File: config.mk
export PLATFORM = sky130hd
export DESIGN_NAME = seg7_scan_capture_flat
export DESIGN_NICKNAME = d
export VERILOG_FILES = /design/src/rtl/seg7_pkg.sv /design/src/rtl/seg7_scan_capture_if.sv /design/src/rtl/seg7_sync2.sv /design/src/rtl/seg7_scan_capture.sv /design/src/flat_wrapper.sv
export SDC_FILE = /design/constraint.sdc
export NUM_CORES = 1
export LEC_CHECK = 0
export ABC_AREA = 0
export CAP_MARGIN = 10
export CORE_MARGIN = 8
export CORE_UTILIZATION = 30
export DETAILED_ROUTE_END_ITERATION = 10
export GPL_ROUTABILITY_DRIVEN = 0
export PLACE_DENSITY_LB_ADDON = 0.08
export RECOVER_POWER = 100
export SLEW_MARGIN = 20
export SYNTH_ARGS = -nofsm -noshare
export SYNTH_HDL_FRONTEND = slang
export SYNTH_SLANG_ARGS = --single-unit
export TNS_END_PERCENT = 20
File: constraint.sdc
create_clock -name clk -period 7.57 [get_ports clk]
set_clock_uncertainty 0.1 [all_clocks]
set_input_delay 1.514 -clock clk [delete_from_list [all_inputs] [get_ports clk]]
set_output_delay 1.514 -clock clk [all_outputs]
set_load 0.05 [all_outputs]
File: src/rtl/seg7_pkg.sv
// Shared definitions for the seven-segment capture/decode path: FSM states,
// segment pattern type, segment bit positions and default geometry.
package seg7_pkg;

   typedef enum logic [1:0] {
      ST_IDLE     = 2'd0,
      ST_SETTLE   = 2'd1,
      ST_CAPTURED = 2'd2
   } cap_state_t;

   // Bit 0 is the top segment, bit 6 the middle bar; all active-high.
   typedef logic [6:0] seg_t;

   localparam int SEG_TOP     = 0;
   localparam int SEG_UP_R    = 1;
   localparam int SEG_LOW_R   = 2;
   localparam int SEG_BOTTOM  = 3;
   localparam int SEG_LOW_L   = 4;
   localparam int SEG_UP_L    = 5;
   localparam int SEG_MID     = 6;

   localparam int SEG7_NDIG_DEF       = 4;
   localparam int SEG7_STABLE_CYC_DEF = 8;

endpackage

File: src/rtl/seg7_scan_capture_if.sv
// Output stream of the capture stage: one segment pattern plus digit index per
// transfer, valid/ready handshake. master = producer, slave = consumer.
interface seg7_scan_capture_if #(
   parameter int IDX_W = 2
);
   import seg7_pkg::*;

   seg_t             out_seg;
   logic [IDX_W-1:0] out_idx;
   logic             out_valid;
   logic             out_ready;

   modport master (output out_seg, out_idx, out_valid, input out_ready);
   modport slave  (input out_seg, out_idx, out_valid, output out_ready);

endinterface

File: src/rtl/seg7_sync2.sv
// Parameterised-width two-flop synchroniser; used by seg7_scan_capture only
// when SEG7_CAP_SYNC_EN is defined.
module seg7_sync2 #(
   parameter int W = 1
) (
   input  logic         clk,
   input  logic         rst_n,
   input  logic [W-1:0] d,
   output logic [W-1:0] q
);

   logic [W-1:0] meta_reg;
   logic [W-1:0] sync_reg;

   always_ff @(posedge clk) begin
      if (!rst_n) begin
         meta_reg <= '0;
         sync_reg <= '0;
      end else begin
         meta_reg <= d;
         sync_reg <= meta_reg;
      end
   end

   assign q = sync_reg;

endmodule

File: src/rtl/seg7_scan_capture.sv
// Samples a multiplexed 7-segment bus and emits one stable pattern per strobe window.
// Optional macro SEG7_CAP_SYNC_EN: two-flop synchronisers on seg_in/dig_sel (+2 cycles latency).
module seg7_scan_capture
   import seg7_pkg::*;
#(
   parameter int NDIG       = SEG7_NDIG_DEF,
   parameter int STABLE_CYC = SEG7_STABLE_CYC_DEF,
   parameter int IDX_W      = $clog2(NDIG)
) (
   input  logic                       clk,
   input  logic                       rst_n,
   input  seg_t                       seg_in,
   input  logic [NDIG-1:0]            dig_sel,
   seg7_scan_capture_if.master        cap,
   output logic                       frame_valid,
   output logic                       overflow
);

   localparam logic [7:0] CNT_MAX = 8'(STABLE_CYC - 1);

   seg_t             seg_d;
   logic [NDIG-1:0]  sel_d;

`ifdef SEG7_CAP_SYNC_EN
   seg7_sync2 #(.W(7)) u_sync_seg (
      .clk   (clk),
      .rst_n (rst_n),
      .d     (seg_in),
      .q     (seg_d)
   );
   seg7_sync2 #(.W(NDIG)) u_sync_sel (
      .clk   (clk),
      .rst_n (rst_n),
      .d     (dig_sel),
      .q     (sel_d)
   );
`else
   assign seg_d = seg_in;
   assign sel_d = dig_sel;
`endif

   seg_t             s_seg_reg;
   logic [NDIG-1:0]  s_sel_reg;
   logic [7:0]       cnt_reg;
   cap_state_t       state_reg;
   logic [NDIG-1:0]  seen_reg;
   seg_t             out_seg_reg;
   logic [IDX_W-1:0] out_idx_reg;
   logic             out_valid_reg;
   logic             frame_valid_reg;
   logic             overflow_reg;

   // Change detection compares the value being loaded against the current sample,
   // so the counter restarts in the same cycle the sample register takes a new value.
   logic             changed;
   logic             sel_onehot;
   logic             capture;
   logic [NDIG-1:0]  seen_set;
   logic [IDX_W-1:0] sel_idx;

   assign changed    = (seg_d != s_seg_reg) || (sel_d != s_sel_reg);
   assign sel_onehot = $onehot(sel_d);
   assign capture    = (state_reg == ST_SETTLE) && sel_onehot && !changed &&
                       (cnt_reg == CNT_MAX);
   assign seen_set   = seen_reg | s_sel_reg;

   for (genvar gi = 0; gi < IDX_W; gi++) begin : g_idx
      logic [NDIG-1:0] hit;
      for (genvar gj = 0; gj < NDIG; gj++) begin : g_dig
         assign hit[gj] = (((gj >> gi) & 1) != 0) ? s_sel_reg[gj] : 1'b0;
      end
      assign sel_idx[gi] = |hit;
   end

   always_ff @(posedge clk) begin
      if (!rst_n) begin
         s_seg_reg       <= '0;
         s_sel_reg       <= '0;
         cnt_reg         <= '0;
         state_reg       <= ST_IDLE;
         seen_reg        <= '0;
         out_seg_reg     <= '0;
         out_idx_reg     <= '0;
         out_valid_reg   <= 1'b0;
         frame_valid_reg <= 1'b0;
         overflow_reg    <= 1'b0;
      end else begin
         s_seg_reg       <= seg_d;
         s_sel_reg       <= sel_d;
         frame_valid_reg <= 1'b0;

         if (changed || !sel_onehot) begin
            cnt_reg <= '0;
         end else if (cnt_reg != CNT_MAX) begin
            cnt_reg <= cnt_reg + 8'd1;
         end

         case (state_reg)
            ST_IDLE: begin
               if (sel_onehot) state_reg <= ST_SETTLE;
            end
            ST_SETTLE: begin
               if (!sel_onehot)  state_reg <= ST_IDLE;
               else if (capture) state_reg <= ST_CAPTURED;
            end
            ST_CAPTURED: begin
               if (!sel_onehot)  state_reg <= ST_IDLE;
               else if (changed) state_reg <= ST_SETTLE;
            end
            default: state_reg <= ST_IDLE;
         endcase

         // A capture that finds the holding register full and not draining is lost.
         if (capture && (!out_valid_reg || cap.out_ready)) begin
            out_seg_reg   <= s_seg_reg;
            out_idx_reg   <= sel_idx;
            out_valid_reg <= 1'b1;
            if (seen_set == '1) begin
               seen_reg        <= '0;
               frame_valid_reg <= 1'b1;
            end else begin
               seen_reg <= seen_set;
            end
         end else begin
            if (capture) overflow_reg <= 1'b1;
            if (out_valid_reg && cap.out_ready) out_valid_reg <= 1'b0;
         end
      end
   end

   assign cap.out_seg   = out_seg_reg;
   assign cap.out_idx   = out_idx_reg;
   assign cap.out_valid = out_valid_reg;
   assign frame_valid   = frame_valid_reg;
   assign overflow      = overflow_reg;

endmodule

File: src/flat_wrapper.sv
// flat-port wrapper written by rule: the top's interface ports become plain ports
module seg7_scan_capture_flat import seg7_pkg::*;
#(
   parameter int NDIG       = SEG7_NDIG_DEF,
   parameter int STABLE_CYC = SEG7_STABLE_CYC_DEF,
   parameter int IDX_W      = $clog2(NDIG)
)
  (clk, rst_n, seg_in, dig_sel, frame_valid, overflow, cap_out_seg, cap_out_idx, cap_out_valid, cap_out_ready);
  seg7_scan_capture_if #(.IDX_W(IDX_W)) cap_i ();
  input  logic clk;
  input  logic rst_n;
  input  seg_t seg_in;
  input  logic [NDIG-1:0] dig_sel;
  output logic frame_valid;
  output logic overflow;
  output wire logic [$bits(cap_i.out_seg)-1:0] cap_out_seg;
  output wire logic [$bits(cap_i.out_idx)-1:0] cap_out_idx;
  output wire logic [$bits(cap_i.out_valid)-1:0] cap_out_valid;
  input wire logic [$bits(cap_i.out_ready)-1:0] cap_out_ready;
  assign cap_out_seg = cap_i.out_seg;
  assign cap_out_idx = cap_i.out_idx;
  assign cap_out_valid = cap_i.out_valid;
  assign cap_i.out_ready = cap_out_ready;
  seg7_scan_capture #(.NDIG(NDIG), .STABLE_CYC(STABLE_CYC), .IDX_W(IDX_W)) u_core (.clk(clk), .rst_n(rst_n), .seg_in(seg_in), .dig_sel(dig_sel), .cap(cap_i), .frame_valid(frame_valid), .overflow(overflow));
endmodule
==> results.cfg, run 1 <==
[worst_setup_path]
cp_max_fo = 10
required_ns = 7.63
cp_slowest_cell = dlygate4sd3_1
crit_buf_inv = 1
crit_path_end_kind = flop
start_kind = input pin
path_class = in -> reg
crit_chain = dlygate4sd3_1 > ha_1 > ha_1 > fa_1 > nor2_1 > nand2_1 > or3_1 > o31ai_1 > nor2_1
ff2ff_setup_slack_ns = 4.76
cp_top_family = adder cells
slowest_delay_ns = 0.61
critPathArrivalTime_ns = 4.47

[grt]
grt_pass1_vias = 1217
grt_usage_pct = 9.82
grt_antenna_before_repair = 0
grt_overflow = 0
grt_max_degree = 18
grt-busiest-layer = met2
met1_usage_pct = 11.5
grt_pass1_wl_mm = 5.73
use_met2_pct = 15.7
grt_use_met3_pct = 3.56

[yosys]
ys.warnings.count = 0
synth_top_area_share_pct = 48.0
syn_area_per_cell_sq_um = 9.53
synth_top_family_by_area = simple AND/OR/NAND/NOR gates
syn_area_sq_um = 1540
synthSimpleGateAreaFrac_pct = 22.6
synth_cells = 162
synth-compound-area-share_pct = 10.9
ys_seq_area_share_pct = 48.0
synth_mux_area_share_pct = 1.38
synthTopCellsByArea = dfxtp_1 48%, xnor2_1 7.9%, nand3_1 4.5%
ys_types = 32
yosys_register_bits = 37
syn_nets = 181
yosys.area.top_type = dfxtp_1
synth-xor-area-share_pct = 10.2
synthAdderAreaFrac_pct = 4.54

[finish]
largest_reg_flops = 8
area_growth_pct = 25.8
stdcell_area_sq_um = 1940
drive_above_1_share_pct = 6.35
utilization_pct = 38.5
insertedDiodeCount = 0
nets = 207

[timing]
fin_crit_ns = 4.41
setup_viol = 0
hold_violations = 0
slew_headroom_pct = 48.4
fmax_mhz = 227
fin_hold_ws_ns = 0.356
rsz0062_at_grt = no
final_max_slew_viol_count = 0
min_period_over_period_pct = 58.2
tns_ns = 0
tightest_slew_ns = 0.769
fin_ws_ns = 3.16

[floorplanning]
start_util_pct = 30.6
fp.coreArea_sq_um = 5040
die_x_microns = 87.7
ioPinCount = 26
fp.dieH_microns = 87.7
row_count = 26
die_area_sq_um = 7700

[cts]
htree_levels = 2
cts_tree = built
clock-sinks = 37
clockBufferDepth = 2
worst_skew_pair.late_latency_ns = 0.29
post_cts_resized = 0
clockRootBuffer = clkbuf_8
cts_buffers = 5
hold_buffers = 0
cts_setup_buffers = 0
path_clk_slew_ns = 0.07

[place]
io_buffers = 25
post-place-ws_ns = 3.17
dpl.hpwl_mm = 2.61
dpl_cell_area_sq_um = 1870

[power_and_ir_drop]
p_leak_nw = 0.707
power_density_nw_per_um2 = 192
vdd_drop_max_mv = 0.0731

[route]
drtIter0Drc = 63
vias = 1195
via_per_inst = 4.61
firstDrtPassIters = 4
wl_mm = 3.54
postRouteAntennaNets = 0
drc_errors = 0
wl_per_cell_microns = 13.7

[worst_hold_path]
hold_path.class = reg -> reg

[job]
drv_cap = 0

[status]
status = finished, final reports clean
## cell usage in the layout (no fill, tap or decap)
cell and n:
o21ai_0 8, xnor2_1 14, buf_4 1, fa_1 1, and3_1 2, or4_4 1
or4_1 2, a21oi_1 10, nand3_1 14, mux2i_1 1, nor2_1 13, and2_1 7
o221ai_1 1, inv_1 2, nor4b_1 1, nor4_1 4, o22a_1 1, nand2_1 5
dlygate4sd3_1 14, nor3_1 4, clkinvlp_4 1, ha_1 4, and2_0 4, nor2b_1 1
o31ai_1 3, a31oi_1 4, xor2_1 4, mux2_2 1, or3_1 3, clkbuf_8 5
nand4_1 2, clkinv_2 2, dfxtp_1 37, clkdlybuf4s50_1 11, nor4_4 1
## synthesized netlist by cell type (all sizes together)
cell type and count:
nor4 5, dfxtp 37, buf 3, o221ai 1, fa 1, or3 3
nor2b 1, clkbuf 4, nor2 13, and2 11, ha 4, nand4 2
nor4b 1, xnor2 14, a31oi 4, xor2 4, o31ai 3, inv 2
and3 2, nand2 5, nand3 14, nor3 4, a21oi 10, mux2 1
mux2i 1, o21ai 8, or4 3, o22a 1
## layout make-up
type	count	area, sq um
tap	70	87.6
fill	519	3100
clock buffer	5	68.8
inverter	2	7.51
timing repair buffer	26	258
sequential	37	741
multi-input combinational	116	762
clock inverter	3	17.5
## power by group
part	total [mW]	switching (mW)	leakage (nW)	internal [mW]
clock	0.133	0.0696	0.0439	0.0635
sequential	0.202	0.00322	0.301	0.198
combinational	0.0380	0.0214	0.362	0.0166
total	0.373	0.0941	0.707	0.278
## logic make-up (layout without fill, tap and decap cells)
group | count (synthesis) | count (layout)
AOI/OAI and AO/OA | 27 | 27
muxes | 2 | 2
DFF | 37 | 37
buffers and inverters | 9 | 36
adders and majority gates | 5 | 5
xor gates and xnor gates | 18 | 18
and+or+nand+nor | 64 | 64
## worst min-delay path, cell delays in order (launching register included)
cell	delay (ns)
dfxtp_1	0.31
nand2_1	0.05
o31ai_1	0.05
## metal layers
metal	up-vias	part of all wire [%]
met2	18	46
met5	-	0
met4	0	1.6
met3	6	4.7
li1	620	-
met1	551	48
## metrics by stage
step | cells | total power, mW
floorplan | 162 | 0.228
global placement | 251 | 0.244
detailed placement | 251 | 0.245
CTS | 259 | 0.381
global route | 259 | 0.391
finish | 259 | 0.373
## worst paths after layout
check / start / endpoint / cells after the start
setup / recovery: dig_sel[1] / u_core.seen_reg[2] / 9
hold / removal: u_core.overflow / u_core.overflow / 2
setup reg to reg: u_core.cnt_reg[3] / u_core.seen_reg[2] / 5
hold reg to reg: u_core.overflow / u_core.overflow / 2
(Power assumes the default switching activity.)
==> inputs of run 2 (changes only) <==
==> constraint.sdc (replaced) <==
create_clock -name clk -period 3.63 [get_ports clk]
set_clock_uncertainty 0.1 [all_clocks]
set_input_delay 0.726 -clock clk [delete_from_list [all_inputs] [get_ports clk]]
set_output_delay 0.726 -clock clk [all_outputs]
set_load 0.05 [all_outputs]
==> run 2 against run 1 <==
Against the previous run:
- critical path depth stayed put
- power is 110% higher
- register-to-register slack worse by 3.7 ns
- cell count is 1.5% higher
- worst hold slack worse by 0.0026 ns
- final area is 1.2% higher
- critical endpoint unchanged
- largest power group unchanged
==> results.cfg, run 2 (synthesized netlist as in run 1, its figures left out) <==
[status]
status = finished, final reports clean

[timing]
slew_headroom_pct = 49.1
min_period_over_period_pct = 92.7
hold_violations = 0
fin_hold_ws_ns = 0.354
setup_viol = 0
rsz0062_at_grt = no
fmax_mhz = 297
tightest_slew_ns = 0.764
tns_ns = 0
fin_ws_ns = 0.266
final_max_slew_viol_count = 0
fin_crit_ns = 3.36

[power_and_ir_drop]
power_frac_comb_pct = 10.3
clockPowerShare_pct = 35.8
vdd_drop_max_mv = 0.219
power_density_nw_per_um2 = 397
p_int_mw = 0.582
power_mw = 0.781
switchingPower_mw = 0.199
p_sw_share_pct = 25.4
seq_power_share_pct = 53.9
p_leak_nw = 0.703

[place]
dpl.hpwl_mm = 2.68
dpl_cell_area_sq_um = 1890
io_buffers = 25
dp_cells = 255
post-place-ws_ns = 0.102

[finish]
utilization_pct = 39.0
layout.cells.non_filler = 263
largest_reg_flops = 8
stdcell_area_sq_um = 1970
drive_above_1_share_pct = 7.25
final_cell_mix = 37 x dfxtp_1, 14 x xnor2_1, 14 x nand3_1, 14 x dlygate4sd3_1, 13 x nor2_1
fillers = 517
insertedDiodeCount = 0
nets = 211
area_growth_pct = 27.3
final_common_cell = dfxtp_1

[grt]
grt_usage_pct = 10.1
grt_max_degree = 18
grt_antenna_before_repair = 0
grt_pass1_vias = 1256
grt_pass1_wl_mm = 5.91
grt_overflow = 0

[route]
drtIter0Drc = 39
postRouteAntennaNets = 0
wl_mm = 3.55
wl_per_cell_microns = 13.5
firstDrtPassIters = 4
vias = 1231
via_per_inst = 4.68
drc_errors = 0

[floorplanning]
row_count = 26
start_util_pct = 30.6
fp.dieH_microns = 87.7
die_x_microns = 87.7
die_area_sq_um = 7700
ioPinCount = 26
fp.coreArea_sq_um = 5040

[worst_setup_path]
critPathCapture = u_core.seen_reg[2]
r2r.worst_path.cells = 5
path_class = in -> reg
required_ns = 3.70
worstReg2RegEnd = u_core.seen_reg[2]
ff2ff_setup_slack_ns = 1.04
critPathArrivalTime_ns = 3.43
crit_path_end_kind = flop
reg2reg_from = u_core.cnt_reg[3]
cp_max_fo = 10
start_kind = input pin
startpoint = dig_sel[3]

[cts]
cts_buffers = 5
path_clk_slew_ns = 0.07
clock-sinks = 37
clockRootBuffer = clkbuf_8
cts_setup_buffers = 0
post_cts_resized = 0
clockBufferDepth = 2
cts_tree = built
htree_levels = 2
hold_buffers = 0
worst_skew_pair.late_latency_ns = 0.29

[job]
drv_cap = 0

[worst_hold_path]
hold_path.class = reg -> reg
run 2: changes by cell type in the layout (fill, tap and decap cells not counted):
cell	before	now
and2_0	4	6
and2_1	7	5
buf_4	1	2
clkbuf_1	0	3
nor4_2	0	1
nor4_4	1	0
o31ai_1	3	2
o31ai_4	0	1
run 2: worst min path at each step:
| stage | startpoint | endpoint | slack, ns | depth (start not counted) |
|---|---|---|---|---|
| global route | u_core.overflow | u_core.overflow | 0.39 | 2 |
| finish | u_core.overflow | u_core.overflow | 0.35 | 2 |
| floorplan | u_core.seen_reg[3] | u_core.seen_reg[3] | 0.34 | 2 |
| CTS | u_core.overflow | u_core.overflow | 0.36 | 2 |
| global placement | u_core.overflow | u_core.overflow | 0.35 | 2 |
| detailed placement | u_core.overflow | u_core.overflow | 0.34 | 2 |
run 2: worst max-delay path: stages:
cell	delay (ns)
dlygate4sd3_1	0.59
ha_1	0.29
ha_1	0.21
fa_1	0.43
nor2_1	0.14
nand2_1	0.08
or3_1	0.51
o31ai_4	0.36
nor2_1	0.09
run 2: power groups by stage:
stage	registers (mW)	clock network (mW)	logic, mW
floorplan	0.428	0	0.0477
detailed placement	0.430	0	0.0835
CTS	0.420	0.292	0.0845
finish	0.421	0.280	0.0805
global route	0.421	0.311	0.0895
global placement	0.430	0	0.0836
run 2: metal layers:
| layer | track usage [%] | share of wire [%] |
|---|---|---|
| met4 | 4.84 | 1.9 |
| met1 | 11.6 | 45 |
| met5 | 0 | 0 |
| met2 | 16.2 | 48 |
| met3 | 3.47 | 4.8 |
run 2: cell type report:
class                   count  area, sq um  share of cell area [%]
clock buffers               5         68.8                    3.50
flip-flops and latches     37          741                    37.7
repair buffers             30          277                    14.1
multi-input cells         116          767                    39.0
well taps                  70         87.6                    4.46
clock inverters             3         17.5                   0.891
inverters                   2         7.51                   0.382
==> inputs of run 3 (changes only) <==
==> constraint.sdc (replaced) <==
create_clock -name clk -period 3.3 [get_ports clk]
set_clock_uncertainty 0.1 [all_clocks]
set_input_delay 0.66 -clock clk [delete_from_list [all_inputs] [get_ports clk]]
set_output_delay 0.66 -clock clk [all_outputs]
set_load 0.05 [all_outputs]
==> run 3 against run 2 <==
Against the previous run:
- die area did not move
- utilization up 1.2 points
- via count grew 2.6%
- non-clock buffer count up 5
- final area rose by 3.2%
- clock power increased by 33%
- cell count rose by 1.5%
- count of clock-buffer cells in the layout unchanged
- critical path depth stayed put
- first-iteration DRC count grew 15%
- register-to-register slack worse by 0.31 ns
- largest power group unchanged
- highest routed layer unchanged
==> results.cfg, run 3 (synthesized netlist as in run 1, its figures left out) <==
[grt]
grt_max_degree = 18
grt_antenna_before_repair = 0
grt_usage_pct = 10.5
grt_pass1_vias = 1322
grt_overflow = 0
grt_pass1_wl_mm = 6.27

[floorplanning]
ioPinCount = 26
row_count = 26
die_x_microns = 87.7
die_area_sq_um = 7700
start_util_pct = 30.6
fp.coreArea_sq_um = 5040
fp.dieH_microns = 87.7

[place]
dpl.hpwl_mm = 2.74
io_buffers = 25
dpl_cell_area_sq_um = 1930
post-place-ws_ns = -0.189

[cts]
cts_buffers = 5
clockBufferDepth = 2
clockRootBuffer = clkbuf_8
path_clk_slew_ns = 0.07
hold_buffers = 0
htree_levels = 2
worst_skew_pair.late_latency_ns = 0.29
post_cts_resized = 0
cts_tree = built
clock-sinks = 37
cts_setup_buffers = 0

[timing]
setup_viol = 0
rsz0062_at_grt = no
final_max_slew_viol_count = 0
fin_crit_ns = 3.06
slew_headroom_pct = 65.4
tightest_slew_ns = 0.518
fin_ws_ns = 0.238
fin_hold_ws_ns = 0.355
fmax_mhz = 327
min_period_over_period_pct = 92.8
hold_violations = 0

[finish]
drive_above_1_share_pct = 10.7
final_common_cell = dfxtp_1
stdcell_area_sq_um = 2030
largest_reg_flops = 8
utilization_pct = 40.2
fillers = 506
insertedDiodeCount = 0
register_area_sq_um = 741
multi_input_area_sq_um = 772
area_growth_pct = 31.4
final_cell_mix = 37 x dfxtp_1, 14 x xnor2_1, 14 x nand3_1, 13 x nor2_1, 13 x dlygate4sd3_1
nets = 216

[power_and_ir_drop]
p_leak_nw = 0.745
vdd_drop_max_mv = 0.175
power_density_nw_per_um2 = 458

[route]
route.met3.wl_microns = 160
top_layer = met4
wl_mm = 3.66
drtIter0Drc = 45
firstDrtPassIters = 4
dr_wl_met2_mm = 1.76
via_per_inst = 4.73
wl_per_cell_microns = 13.7
drc_errors = 0
postRouteAntennaNets = 0
met1Wirelength_mm = 1.67
vias = 1263

[worst_setup_path]
reg2reg_from = u_core.cnt_reg[3]
worstReg2RegEnd = u_core.seen_reg[1]
ff2ff_setup_slack_ns = 0.73
path_class = in -> reg
r2r.worst_path.cells = 5
crit_path_end_kind = flop
critPathArrivalTime_ns = 3.14
cp_max_fo = 10
start_kind = input pin
required_ns = 3.38

[worst_hold_path]
worstHoldStart = u_core.overflow
hold_end = u_core.overflow
hold_path.class = reg -> reg
holdPathStages = 2

[job]
drv_cap = 0

[status]
status = finished, final reports clean
==> run 3: worst max path at each step <==
stage / startpoint / end / cells after the start
after floorplan: dig_sel[2] / u_core.seen_reg[0] / 9
after global placement: dig_sel[0] / u_core.seen_reg[0] / 9
after detailed placement: dig_sel[0] / u_core.seen_reg[3] / 9
after CTS: dig_sel[0] / u_core.seen_reg[1] / 9
after global routing: dig_sel[0] / u_core.cnt_reg[7] / 11
final: dig_sel[0] / u_core.seen_reg[1] / 9
==> run 3: power by group <==
| group | switching, mW | total [mW] | internal [mW] |
|---|---|---|---|
| registers | 0.00754 | 0.463 | 0.455 |
| logic | 0.0496 | 0.0938 | 0.0442 |
| clock network | 0.152 | 0.372 | 0.220 |
==> run 3: cell type report <==
class,instances,share of cell area [%]
Multi-Input combinational cell,116,38.1
Sequential cell,37,36.5
Timing Repair Buffer,35,15.6
Tap cell,70,4.32
Clock buffer,5,3.39
Clock inverter,2,1.73
Inverter,2,0.370
==> run 3: per-layer routing <==
layer	up-vias	global-route usage (%)
li1	640	-
met1	596	12.3
met2	21	17.2
met3	6	3.47
met4	0	4.22
met5	-	0
==> run 3: metrics by stage <==
stage	TNS, ns	instances	total power [mW]
3_5_place_dp	-1.90	260	0.570
3_3_place_gp	-1.23	260	0.569
4_1_cts	0	267	0.943
2_1_floorplan	0	162	0.523
5_1_grt	0	267	0.967
6_report	0	267	0.928
==> run 3: worst max-delay path: stages <==
cell,delay [ns]
clkdlybuf4s50_1,0.45
ha_1,0.31
ha_1,0.19
fa_1,0.44
nor2_1,0.16
nand2_1,0.09
or3_4,0.43
o31ai_4,0.32
nor2_1,0.09
